File: src/rtl/adder_bcd_display.sv
// adder_bcd_display
// Adds two WIDTH-bit operands plus carry-in, converts the registered sum to
// BCD with a one-bit-per-clock shift-add-3 engine, and drives DIGITS
// active-low seven-segment displays (gfedcba). start/busy/done handshake.
// Optional feature: define LEADING_ZERO_BLANK_EN to blank leading zero digits.
module adder_bcd_display #(
    parameter int WIDTH  = 8,
    parameter int DIGITS = 3
) (
    input  logic                  clk,
    input  logic                  reset,
    input  logic [WIDTH-1:0]      a,
    input  logic [WIDTH-1:0]      b,
    input  logic                  cin,
    input  logic                  start,
    output logic                  busy,
    output logic                  done,
    output logic [WIDTH:0]        sum,
    output logic                  overflow,
    output logic [7*DIGITS-1:0]   seg
);

    localparam int SW = WIDTH + 1;
    localparam int BW = 4 * DIGITS;
    localparam int CW = $clog2(SW);
    localparam logic [CW-1:0] LAST = CW'(WIDTH);

    localparam logic [6:0] SEG_BLANK = 7'b1111111;
    localparam logic [6:0] SEG_DASH  = 7'b0111111;
    localparam logic [6:0] SEG_ZERO  = 7'b1000000;

    typedef enum logic [1:0] {IDLE, CONV, SHOW} state_t;

    state_t          state, state_nxt;
    logic [SW-1:0]   shift_q;
    logic [BW-1:0]   bcd_q;
    logic [CW-1:0]   cnt_q;
    logic            lost_q;

    logic [SW-1:0]   sum_in;
    logic [BW-1:0]   bcd_adj;
    logic [BW-1:0]   bcd_shl;
    logic [SW-1:0]   shift_shl;
    logic            shift_out;
    logic [7*DIGITS-1:0] seg_nxt;

    function automatic logic [6:0] seg_code(input logic [3:0] d);
        case (d)
            4'd0:    seg_code = 7'b1000000;
            4'd1:    seg_code = 7'b1111001;
            4'd2:    seg_code = 7'b0100100;
            4'd3:    seg_code = 7'b0110000;
            4'd4:    seg_code = 7'b0011001;
            4'd5:    seg_code = 7'b0010010;
            4'd6:    seg_code = 7'b0000010;
            4'd7:    seg_code = 7'b1111000;
            4'd8:    seg_code = 7'b0000000;
            4'd9:    seg_code = 7'b0011000;
            default: seg_code = SEG_BLANK;
        endcase
    endfunction

    // Display shown after reset: a single '0' on digit 0; upper digits
    // show '0' too unless leading zeros are blanked.
    function automatic logic [7*DIGITS-1:0] reset_pattern();
        logic [7*DIGITS-1:0] r;
        r = '1;
        for (int unsigned k = 0; k < DIGITS; k++) begin
`ifdef LEADING_ZERO_BLANK_EN
            if (k == 0) r[7*k +: 7] = SEG_ZERO;
`else
            r[7*k +: 7] = SEG_ZERO;
`endif
        end
        return r;
    endfunction

    assign sum_in    = {1'b0, a} + {1'b0, b} + SW'(cin);
    assign busy      = (state != IDLE);
    assign shift_shl = {shift_q[SW-2:0], 1'b0};
    // Top bit of the adjusted BCD leaves the accumulator; the sum's MSB enters.
    assign {shift_out, bcd_shl} = {bcd_adj, shift_q[SW-1]};

    // State register
    always_ff @(posedge clk) begin
        if (reset) state <= IDLE;
        else       state <= state_nxt;
    end

    // Next-state logic
    always_comb begin
        state_nxt = state;
        case (state)
            IDLE:    if (start) state_nxt = CONV;
            CONV:    if (cnt_q == LAST) state_nxt = SHOW;
            SHOW:    state_nxt = IDLE;
            default: state_nxt = IDLE;
        endcase
    end

    // Add-3 correction of every BCD nibble >= 5 ahead of the shift
    always_comb begin
        bcd_adj = bcd_q;
        for (int unsigned k = 0; k < DIGITS; k++) begin
            if (bcd_q[4*k +: 4] >= 4'd5) bcd_adj[4*k +: 4] = bcd_q[4*k +: 4] + 4'd3;
        end
    end

    // Segment patterns from the converted BCD value, scanned from the top digit
    always_comb begin
        logic        above_nz;
        logic [3:0]  nib;
        int unsigned idx;
        seg_nxt  = '1;
        above_nz = 1'b0;
        for (int unsigned k = 0; k < DIGITS; k++) begin
            idx = DIGITS - 1 - k;
            nib = bcd_q[4*idx +: 4];
            if (nib != 4'd0) above_nz = 1'b1;
`ifdef LEADING_ZERO_BLANK_EN
            if (above_nz || idx == 0) seg_nxt[7*idx +: 7] = seg_code(nib);
`else
            seg_nxt[7*idx +: 7] = seg_code(nib);
`endif
            if (lost_q) seg_nxt[7*idx +: 7] = SEG_DASH;
        end
    end

    // Operand capture, conversion datapath and output registers
    always_ff @(posedge clk) begin
        if (reset) begin
            sum      <= '0;
            overflow <= 1'b0;
            seg      <= reset_pattern();
            done     <= 1'b0;
            shift_q  <= '0;
            bcd_q    <= '0;
            cnt_q    <= '0;
            lost_q   <= 1'b0;
        end else begin
            done <= 1'b0;
            case (state)
                IDLE: begin
                    if (start) begin
                        sum     <= sum_in;
                        shift_q <= sum_in;
                        bcd_q   <= '0;
                        cnt_q   <= '0;
                        lost_q  <= 1'b0;
                    end
                end
                CONV: begin
                    shift_q <= shift_shl;
                    bcd_q   <= bcd_shl;
                    cnt_q   <= cnt_q + CW'(1);
                    lost_q  <= lost_q | shift_out;
                end
                SHOW: begin
                    seg      <= seg_nxt;
                    overflow <= lost_q;
                    done     <= 1'b1;
                end
                default: ;
            endcase
        end
    end

endmodule

File: config.mk
export PLATFORM = sky130hd
export DESIGN_NAME = adder_bcd_display
export DESIGN_NICKNAME = d
export VERILOG_FILES = /design/src/rtl/adder_bcd_display.sv
export SDC_FILE = /design/constraint.sdc
export NUM_CORES = 1
export LEC_CHECK = 0
export CORE_MARGIN = 2
export CORE_UTILIZATION = 50
export CTS_CLUSTER_DIAMETER = 200
export DETAILED_ROUTE_END_ITERATION = 12
export PLACE_DENSITY = 0.87
export SYNTH_ARGS = -nofsm -noshare
export SYNTH_HDL_FRONTEND = slang
export SYNTH_SLANG_ARGS = --single-unit
File: constraint.sdc
create_clock -name clk -period 2 [get_ports clk]
set_input_delay 0.3 -clock clk [delete_from_list [all_inputs] [get_ports clk]]
set_output_delay 0.3 -clock clk [all_outputs]
set_load 0.1 [all_outputs]
Word-level counts from Yosys, hierarchy flattened
Memory sizes are Yosys's and may differ from the RTL's. A register that Yosys moved wholly into a read port is not among the register bits.
Cells that the tools add are included.
- add/sub/neg operators: 6
- $lt $le $gt $ge: 3
- reduce and logical (&&, ||, !) cells: 6
- bitwise operators: 1
- mux-type cells: 24
- equal/unequal tests: 5
- operator list (cell ; number):
    2-to-1 mux 4 bit ; 10
    case mux 12 bit (2 select lines) ; 1
    2-to-1 mux 7 bit ; 3
    case mux 9 bit (2 select lines) ; 1
    adder 4 x 2 -> 4 bit, second input constant ; 3
    >= comparator 4 x 3 -> 1 bit, second input constant ; 3
    2-to-1 mux 12 bit ; 1
    adder 8 x 8 -> 9 bit ; 1
    adder 9 x 1 -> 9 bit ; 1
    2-to-1 mux 9 bit ; 1
    case mux 4 bit (2 select lines) ; 1
    AND reduction 2 bit ; 3
    adder 4 x 1 -> 4 bit, second input constant ; 1
    == test 4 bit, second input constant ; 1
    2-to-1 mux 2 bit ; 2
    inequality test 2 bit, second input constant ; 2
    case mux 2 bit (2 select lines) ; 1
    nonzero test 2 bit ; 2
    == test 2 x 1 -> 1 bit, second input constant ; 1
    == test 2 bit, second input constant ; 1
    logical NOT 2 bit ; 1
    2-to-1 mux 1 bit ; 2
    case mux 1 bit (2 select lines) ; 1
    bitwise OR 1 bit ; 1
- ROM bits: 336
- word-level logic and storage cells: 57
- memories: 3
- flip-flop bits (word level): 60
- memory list (memory ; words ; bits a word ; rd ports ; clocked after memory_dff ; write ports ; RTL line ; source):
    (no name shown) ; 16 ; 7 ; 1 ; 1 ; 0 ; 48 ; case (d)
    (no name shown) ; 16 ; 7 ; 1 ; 1 ; 0 ; 48 ;
    (no name shown) ; 16 ; 7 ; 1 ; 1 ; 0 ; 48 ;

Longest topological paths before layout
Gate-level depths: netlist of the first run.
- word-level depth: 5
- mapped depth: 10
- gate-level depth less buffers: 10

Least setup slack after synthesis of the first run
OpenSTA, ideal clock, no wires.
- kind: flip-flop to flip-flop
- from: register state[1]
- to: register with a tool-made name
- setup time: 0.122 ns
- data arrival time: 2.035 ns
- cell stages (with the launch flop): 8
- data required time: 1.878 ns
- slack: -0.157 ns
- path buffers: 2
- clock period less this slack: 2.157 ns
- path through: dfxtp_1 > buf_6 > or3b_1 > buf_6 > o31a_1 > ha_1 > or3_1 > o311a_1
- RTL lines (element ; RTL line ; source):
    start: declaration ; 34 ; state_t state, state_nxt;
    start signal: assignment ; 87 ; else state <= state_nxt;

==> reports/results.ini, run 1 <==
[place]
port_buffers = 52
place_ws_ns = -0.532
dp_hpwl_um = 6470
place.gp.congestion = 0.833
place_area_um2 = 4910

[clock_network]
ctsHoldBuffers = 0
cts.sinks = 81
clkLatencyLatePin_ns = 0.37
cts_root_buf = clkbuf_8
clk_path_buf_depth = 2
htreeDepth = 3
numCtsBuffers = 9
cts_tree = yes
clk_pin_slew_ns = 0.08

[final_layout]
mostFrequentLayoutCells = 103 x buf_4, 74 x dfxtp_1, 44 x nor2_1
final_common_cell = buf_4
final_area_um2 = 5520
finalNetCount = 621
drive_gt1_frac = 0.353
fill_cells = 503
antenna_cells = 0
area_growth_pct = 38.3

[power_and_ir_drop]
p_int_mw = 2.60
power_density_nw_per_um2 = 642
power_mw = 3.54
pwr-share-clk = 0.367
pwr-share-seq = 0.475
ir_drop_mv = 0.377
switching_power_uw = 948
switching_share = 0.267
combPwrFrac = 0.158
p_leak_nw = 2.50

[sta]
worst_slew_pin_slew_ns = 0.560
setup_ws_ns = -0.0545
fmax_mhz = 487
min_period_ns = 2.05
report.final.slew_viol_count = 0
rsz0062_at_grt = true
worst_clock_skew_ns = 0.00806
hold_viol_final = 0
fin_crit_sh = 1.03
setup_tns_ns = -0.0792
setup_viol = 2
relSlewSlack = 0.627

[critical_path]
cp.arrival_ns = 2.30
critPathMaxFanout = 3
r2r_start = state[0]$_SDFFE_PP0P_
worstSetupStartpointType = flip-flop
crit_type = flip-flop to flip-flop
crit_start = state[0]$_SDFFE_PP0P_
path_cells = or3b_4 > buf_4 > o31a_1 > ha_1 > or3_1 > o311a_1
required_ns = 2.25
cp.buffers_inverters = 1
crit_path_end_kind = flip-flop
max_stage_delay_ns = 0.39
critPathTopFamily = simple AND/OR/NAND/NOR gates
slowest_stage = or3b_4

[die]
die_width_um = 93.3
core_area_um2 = 7730
die_h_um = 93.3
die_area_um2 = 8710
ios = 53
fp-row-count = 32
start_util = 0.516

[global_route]
grt_use_total = 0.227
gr-total-overflow = 0
grt_pass1_vias = 3588
grt_pass1_wl_um = 15700
antenna_found_initial = 0
grt_max_degree = 56

[route]
drt_iter0_markers = 154
drcViolationCount = 0
totalWireLength_um = 9930
vias = 3641
ant_nets = 0
vias_per_cell = 5.39
wl_per_cell_um = 14.7
first_pass_iters = 4

[logic_synthesis]
ys.flop_type = dfxtp_1
seq_area_frac_synth = 0.406
syn_inst = 453
synth_nets = 505
synth-edff-count = 0
synth-seq-cells = 81
syn_area_um2 = 3990
synthArstFlopShare = 0
synth_warnings = 0
ys_types = 60
synth.avg_cell_area_um2 = 8.81

[status]
violations = negative setup slack
status = complete, but fails checks

[worst_hold_path]
hold_class = input port to flip-flop
hold_start = reset

[job]
maxCapViolCount = 0

==> final cells by class <==
type / count / area (µm²) / area share
Clock buffer: 12 / 145 / 0.0263
Clock inverter: 3 / 65.1 / 0.0118
Tap cell: 102 / 128 / 0.0231
Timing Repair Buffer: 128 / 1050 / 0.190
Sequential cell: 81 / 1640 / 0.296
Inverter: 33 / 129 / 0.0234
Multi-Input combinational cell: 316 / 2370 / 0.429
==> power by group through the flow <==
stage	logic, mW	registers [mW]	clock network (mW)
5_1_grt	0.607	1.69	1.38
4_1_cts	0.540	1.68	1.30
3_5_place_dp	0.522	1.72	0
6_report	0.561	1.68	1.30
3_3_place_gp	0.508	1.72	0
2_1_floorplan	0.231	1.84	0
==> cell usage after synthesis, drive strengths merged (3+ instances only) <==
master | n | area (µm²)
clkbuf | 13 | 48.8
nor2b | 4 | 27.5
ha | 30 | 375
or2 | 5 | 31.3
a22o | 5 | 43.8
a22oi | 14 | 125
dfxtp | 81 | 1620
nand3 | 7 | 35.0
nand3b | 4 | 30.0
a311oi | 5 | 43.8
a211o | 5 | 52.6
nor3 | 45 | 230
o21ai | 21 | 113
nor2 | 47 | 184
buf | 10 | 76.3
xor2 | 5 | 43.8
inv | 33 | 124
a21oi | 27 | 143
a21o | 3 | 22.5
nand2 | 33 | 124
nor3b | 7 | 52.6
a211oi | 4 | 30.0
mux2i | 7 | 70.1
o21a | 3 | 22.5
xnor2 | 4 | 35.0
nand2b | 5 | 31.3
==> through the flow <==
stage	util	instances	hold slack, ns
6_report	0.714	675	0.439
5_1_grt	0.714	675	0.460
4_1_cts	0.682	665	0.426
3_5_place_dp	0.636	647	0.454
3_3_place_gp	0.636	647	0.442
2_1_floorplan	-	453	0.451
==> path summary, 6_finish.rpt <==
| kind | endpoint | slack (ns) | cells after the start |
|---|---|---|---|
| max reg2reg | flip-flop | -0.05 | 6 |
| max | flip-flop | -0.05 | 6 |
| min reg2reg | sum[2]$_SDFFE_PP0P_ | 0.47 | 2 |
| min | state[1]$_SDFFE_PP0P_ | 0.44 | 4 |
==> worst register-to-register path: stages (launching register included) <==
cell,delay [ns]
dfxtp_2,0.33
or3b_4,0.39
buf_4,0.15
o31a_1,0.25
ha_1,0.33
or3_1,0.37
o311a_1,0.13
==> cells by family (layout without fill, tap and decap cells) <==
kind of cell | after synthesis | after routing | share of synthesized area
mux | 7 | 7 | 0.0176
fa+ha+maj | 32 | 32 | 0.104
simple gates | 165 | 165 | 0.201
buf+inv | 56 | 176 | 0.0624
compound gates | 103 | 103 | 0.189
flops | 81 | 81 | 0.406
xor+xnor | 9 | 9 | 0.0198
==> layer usage <==
layer / up-vias / track usage / share of wire
li1: 1810 / - / -
met1: 1716 / 0.247 / 0.40
met2: 101 / 0.430 / 0.54
met3: 14 / 0.0492 / 0.049
met4: 0 / 0.0760 / 0.015
met5: - / 0 / 0
==> repair_timing <==
item,4_1_cts,5_1_grt
setup endpoints to repair,23,23
gates resized for setup,37,52
pin swaps,16,29
buffers inserted,3,10
Power figures use the tool's default switching activity.
==> run 2, diff against run 1 <==
- CORE_MARGIN: 2 -> 1.5
- CORE_UTILIZATION: 50 -> 40
- PLACE_DENSITY: 0.87 -> 0.74
==> reports/results.ini, run 2 (same netlist as run 1, synthesis figures left out) <==
[critical_path]
r2r_setup_slack_ns = -0.05
path_cells = inv_1 > ha_2 > buf_4 > nor3b_1 > a31o_1 > a22oi_2 > or2_1 > inv_2 > or3_1 > o311a_1
cp.buffers_inverters = 3
crit_path_end_kind = flip-flop
cp.arrival_ns = 2.30
reg2reg_depth = 10
critPathTopFamily = simple AND/OR/NAND/NOR gates
worstSetupStartpointType = flip-flop
path_depth = 10
required_ns = 2.25
r2r_start = bcd_q[4]$_SDFFE_PP0N_
max_stage_delay_ns = 0.37
critPathMaxFanout = 5
slowest_stage = or3_1
crit_type = flip-flop to flip-flop

[final_layout]
final_common_cell = buf_4
drive_gt1_frac = 0.367
final-seq-area_um2 = 1640
final_area_um2 = 5620
antenna_cells = 0
multiInputGateArea_um2 = 2370
finalNetCount = 628
mostFrequentLayoutCells = 106 x buf_4, 73 x dfxtp_1, 45 x nor2_1
fill_cells = 864
area_growth_pct = 40.8
fin_util = 0.577

[sta]
report.final.slew_viol_count = 0
setup_ws_ns = -0.0467
fin_crit_sh = 1.02
fmax_mhz = 489
setup_viol = 4
setup_tns_ns = -0.102
hold_viol_final = 0
worst_clock_skew_ns = 0.00960
rsz0062_at_grt = true
relSlewSlack = 0.634
min_period_ns = 2.05
worst_slew_pin_slew_ns = 0.549

[clock_network]
cts.sinks = 81
clkLatencyLatePin_ns = 0.36
clk_pin_slew_ns = 0.08
htreeDepth = 3
ctsHoldBuffers = 0
cts_tree = yes
clk_path_buf_depth = 2
numCtsBuffers = 9
cts_root_buf = clkbuf_8

[place]
place_ws_ns = -0.540
dp_hpwl_um = 6720
place.gp.congestion = 0.903
port_buffers = 52
place_area_um2 = 5000

[die]
die_area_um2 = 10600
fp-row-count = 36
core_area_um2 = 9730
die_width_um = 103
ios = 53
start_util = 0.410
die_h_um = 103

[global_route]
gr-total-overflow = 0
grt_max_degree = 56
grt_use_total = 0.192
antenna_found_initial = 0
grt_pass1_vias = 3601
grt_pass1_wl_um = 15900

[route]
drt_iter0_markers = 160
wl_per_cell_um = 14.0
first_pass_iters = 4
vias = 3681
drcViolationCount = 0
vias_per_cell = 5.16
totalWireLength_um = 9970
ant_nets = 0

[power_and_ir_drop]
ir_drop_mv = 0.382
power_mw = 3.66
p_leak_nw = 2.49
power_density_nw_per_um2 = 652

[worst_hold_path]
hold_path_end = cnt_q[0]$_SDFFE_PP0N_
hold_depth = 3
hold_start = reset
hold_class = input port to flip-flop

[status]
violations = negative setup slack
status = complete, but fails checks

[job]
maxCapViolCount = 0

-- run 2: cell count changes in the layout (fill, tap and decap cells not counted), moves of 3 or more --
cell            delta
ha_4               -3
inv_2              +3
ha_2               +3
buf_4              +3
dlymetal6s2s_1     -4
-- run 2: metrics by stage --
step	hold WS, ns	cells
CTS	0.291	706
detailed placement	0.459	684
floorplan	0.451	453
global placement	0.443	684
finish	0.313	713
global route	0.323	713
-- run 2: report_power, final --
group	switching [mW]	internal, mW
clock	0.585	0.825
combinational	0.347	0.224
sequential	0.0281	1.65
total	0.960	2.70
-- run 2: worst max-delay path by stage --
stage                                      from                  end  slack, ns
after global placement                     a[0]  sum[6]$_SDFFE_PP0P_      -0.48
after CTS                 bcd_q[4]$_SDFFE_PP0N_            flip-flop      0.003
after global routing      bcd_q[4]$_SDFFE_PP0N_            flip-flop      -0.13
after floorplan           state[1]$_SDFFE_PP0P_            flip-flop      -0.07
final                     bcd_q[4]$_SDFFE_PP0N_            flip-flop      -0.05
after detailed placement                   a[0]  sum[6]$_SDFFE_PP0P_      -0.54
-- run 2: per-layer routing --
metal  wire length, µm  global-route usage  part of all wire  up-vias
met5                 0                   0                 0        -
met4               162              0.0780             0.016        0
met3               570              0.0414             0.057       15
met2              5170               0.352              0.52      107
met1              4070               0.217              0.41     1739
li1                  -                   -                 -     1820
-- run 2: cell type report --
cell class	count	share of cell area
Clock inverter	5	0.0185
Multi-Input combinational cell	317	0.422
Inverter	33	0.0225
Clock buffer	10	0.0227
Tap cell	133	0.0296
Timing Repair Buffer	134	0.193
Sequential cell	81	0.291
-- run 2: timing repair --
item / in CTS / in global routing
resized for setup: 48 / 40
pin swaps: 25 / 21
endpoints found under the setup margin: 23 / 28
cloned: 1 / 1
setup buffers: 6 / 6
-- run 2: worst reg2reg max path: stages, from the launching register on --
cell,delay (ns)
dfxtp_4,0.36
inv_1,0.08
ha_2,0.21
buf_4,0.12
nor3b_1,0.05
a31o_1,0.21
a22oi_2,0.14
or2_1,0.21
inv_2,0.08
or3_1,0.37
o311a_1,0.11
==> run 3, diff against run 2 <==
- CORE_MARGIN: 1.5 -> 2
==> reports/results.ini, run 3 (same netlist as run 1, synthesis figures left out) <==
[critical_path]
reg2reg_depth = 9
critPathTopFamily = simple AND/OR/NAND/NOR gates
max_stage_delay_ns = 0.36
cp.buffers_inverters = 1
crit_type = flip-flop to flip-flop
worstSetupStartpointType = flip-flop
path_cells = inv_4 > ha_4 > nand2b_4 > a21oi_4 > xnor2_2 > o21ai_2 > ha_1 > or3_1 > o311a_1
r2r_start = bcd_q[5]$_SDFFE_PP0N_
required_ns = 2.25
slowest_stage = dfxtp_2
critPathMaxFanout = 3
crit_path_end_kind = flip-flop
cp.arrival_ns = 2.30
r2r_setup_slack_ns = -0.05

[final_layout]
fin_util = 0.586
mostFrequentLayoutCells = 110 x buf_4, 74 x dfxtp_1, 45 x nor2_1
drive_gt1_frac = 0.378
finalNetCount = 633
final_common_cell = buf_4
area_growth_pct = 42.9
antenna_cells = 0
fill_cells = 845

[worst_hold_path]
hold_path_end = shift_q[8]$_SDFFE_PP0N_
hold_class = input port to flip-flop
hold_start = reset
hold_depth = 3

[die]
die_width_um = 104
ios = 53
start_util = 0.410
core_area_um2 = 9730
die_area_um2 = 10800
fp-row-count = 36
die_h_um = 104

[place]
port_buffers = 52
place.gp.congestion = 0.862
dp_hpwl_um = 6510

[power_and_ir_drop]
switching_share = 0.283
power_density_nw_per_um2 = 608
pwr-share-clk = 0.347
pwr-share-seq = 0.486
ir_drop_mv = 0.282
p_int_mw = 2.49
switching_power_uw = 983
combPwrFrac = 0.167
p_leak_nw = 2.53

[sta]
fmax_mhz = 487
relSlewSlack = 0.619
fin_crit_sh = 1.03
fin_worst_hold_slack_ns = 0.419
setup_ws_ns = -0.0531
setup_viol = 1
min_period_ns = 2.05
rsz0062_at_grt = true
report.final.slew_viol_count = 0
setup_tns_ns = -0.0531
worst_clock_skew_ns = 0.00995
worst_slew_pin_slew_ns = 0.571
hold_viol_final = 0

[global_route]
antenna_found_initial = 0
grt_max_degree = 41
grt_pass1_wl_um = 15400
grt_use_total = 0.170
grt_pass1_vias = 3466
gr-total-overflow = 0

[route]
wl_per_cell_um = 14.2
vias = 3674
ant_nets = 0
first_pass_iters = 4
drt_iter0_markers = 120
totalWireLength_um = 10200
drcViolationCount = 0
vias_per_cell = 5.12

[clock_network]
cts_tree = yes
clk_path_buf_depth = 2
numCtsBuffers = 9
htreeDepth = 3
cts.sinks = 81
clk_pin_slew_ns = 0.08
clkLatencyLatePin_ns = 0.36
cts_root_buf = clkbuf_8
ctsHoldBuffers = 0

[job]
maxCapViolCount = 0

[status]
status = complete, but fails checks
violations = negative setup slack

-- run 3: cell types whose count changed in the layout (fill, tap and decap cells not counted), moves of 2 or more --
| cell | previous run | this run |
|---|---|---|
| a21oi_1 | 22 | 20 |
| inv_2 | 17 | 13 |
| a21oi_2 | 3 | 5 |
| inv_4 | 1 | 4 |
| bufinv_16 | 3 | 1 |
| ha_2 | 7 | 2 |
| buf_4 | 106 | 110 |
| ha_4 | 2 | 7 |
-- run 3: worst max path at each step --
stage | from | to | slack (ns) | cells after the start
floorplan | state[1]$_SDFFE_PP0P_ | flip-flop | -0.07 | 7
global placement | a[0] | sum[6]$_SDFFE_PP0P_ | -0.47 | 11
detailed placement | a[0] | sum[6]$_SDFFE_PP0P_ | -0.53 | 11
CTS | bcd_q[4]$_SDFFE_PP0N_ | flip-flop | -0.02 | 9
global route | bcd_q[5]$_SDFFE_PP0N_ | flip-flop | -0.16 | 9
finish | bcd_q[5]$_SDFFE_PP0N_ | flip-flop | -0.05 | 9
-- run 3: area by class of cell --
type,instances,area [µm²],area share
sequential,81,1630,0.286
clock buffer,10,138,0.0241
tap,133,166,0.0292
multi-input combinational,316,2430,0.427
timing repair buffer,140,1140,0.200
clock inverter,5,56.3,0.00987
inverter,33,134,0.0235
-- run 3: per-layer routing --
metal | up-vias | track usage | share of wire
met2 | 85 | 0.311 | 0.52
met5 | - | 0 | 0
li1 | 1829 | - | -
met4 | 0 | 0.0637 | 0.013
met3 | 11 | 0.0301 | 0.043
met1 | 1749 | 0.197 | 0.43
-- run 3: tightest hold or removal path, stage by stage --
cell and delay [ns]:
buf_2 0.12, buf_4 0.26, a21oi_2 0.04
-- run 3: metrics by stage --
stage	cells	setup slack, ns	cell area, µm²	power (mW)
floorplan	453	-0.0749	3990	2.07
global placement	683	-0.475	4990	2.24
detailed placement	683	-0.535	4990	2.25
CTS	701	-0.0205	5270	3.44
global route	718	-0.157	5700	3.60
finish	718	-0.0531	5700	3.47
-- run 3: timing repair --
| item | CTS | global route |
|---|---|---|
| pin swaps | 13 | 36 |
| gates cloned | 0 | 2 |
| gates resized for setup | 26 | 73 |
| endpoints found under the setup margin | 23 | 26 |
| buffers inserted | 3 | 15 |
-- run 3: power by group through the flow --
stage	Clock [mW]	Sequential, mW	Combinational, mW
after floorplan	0	1.84	0.231
after global placement	0	1.72	0.520
after detailed placement	0	1.72	0.529
after CTS	1.22	1.68	0.540
after global routing	1.29	1.69	0.625
final	1.20	1.68	0.580
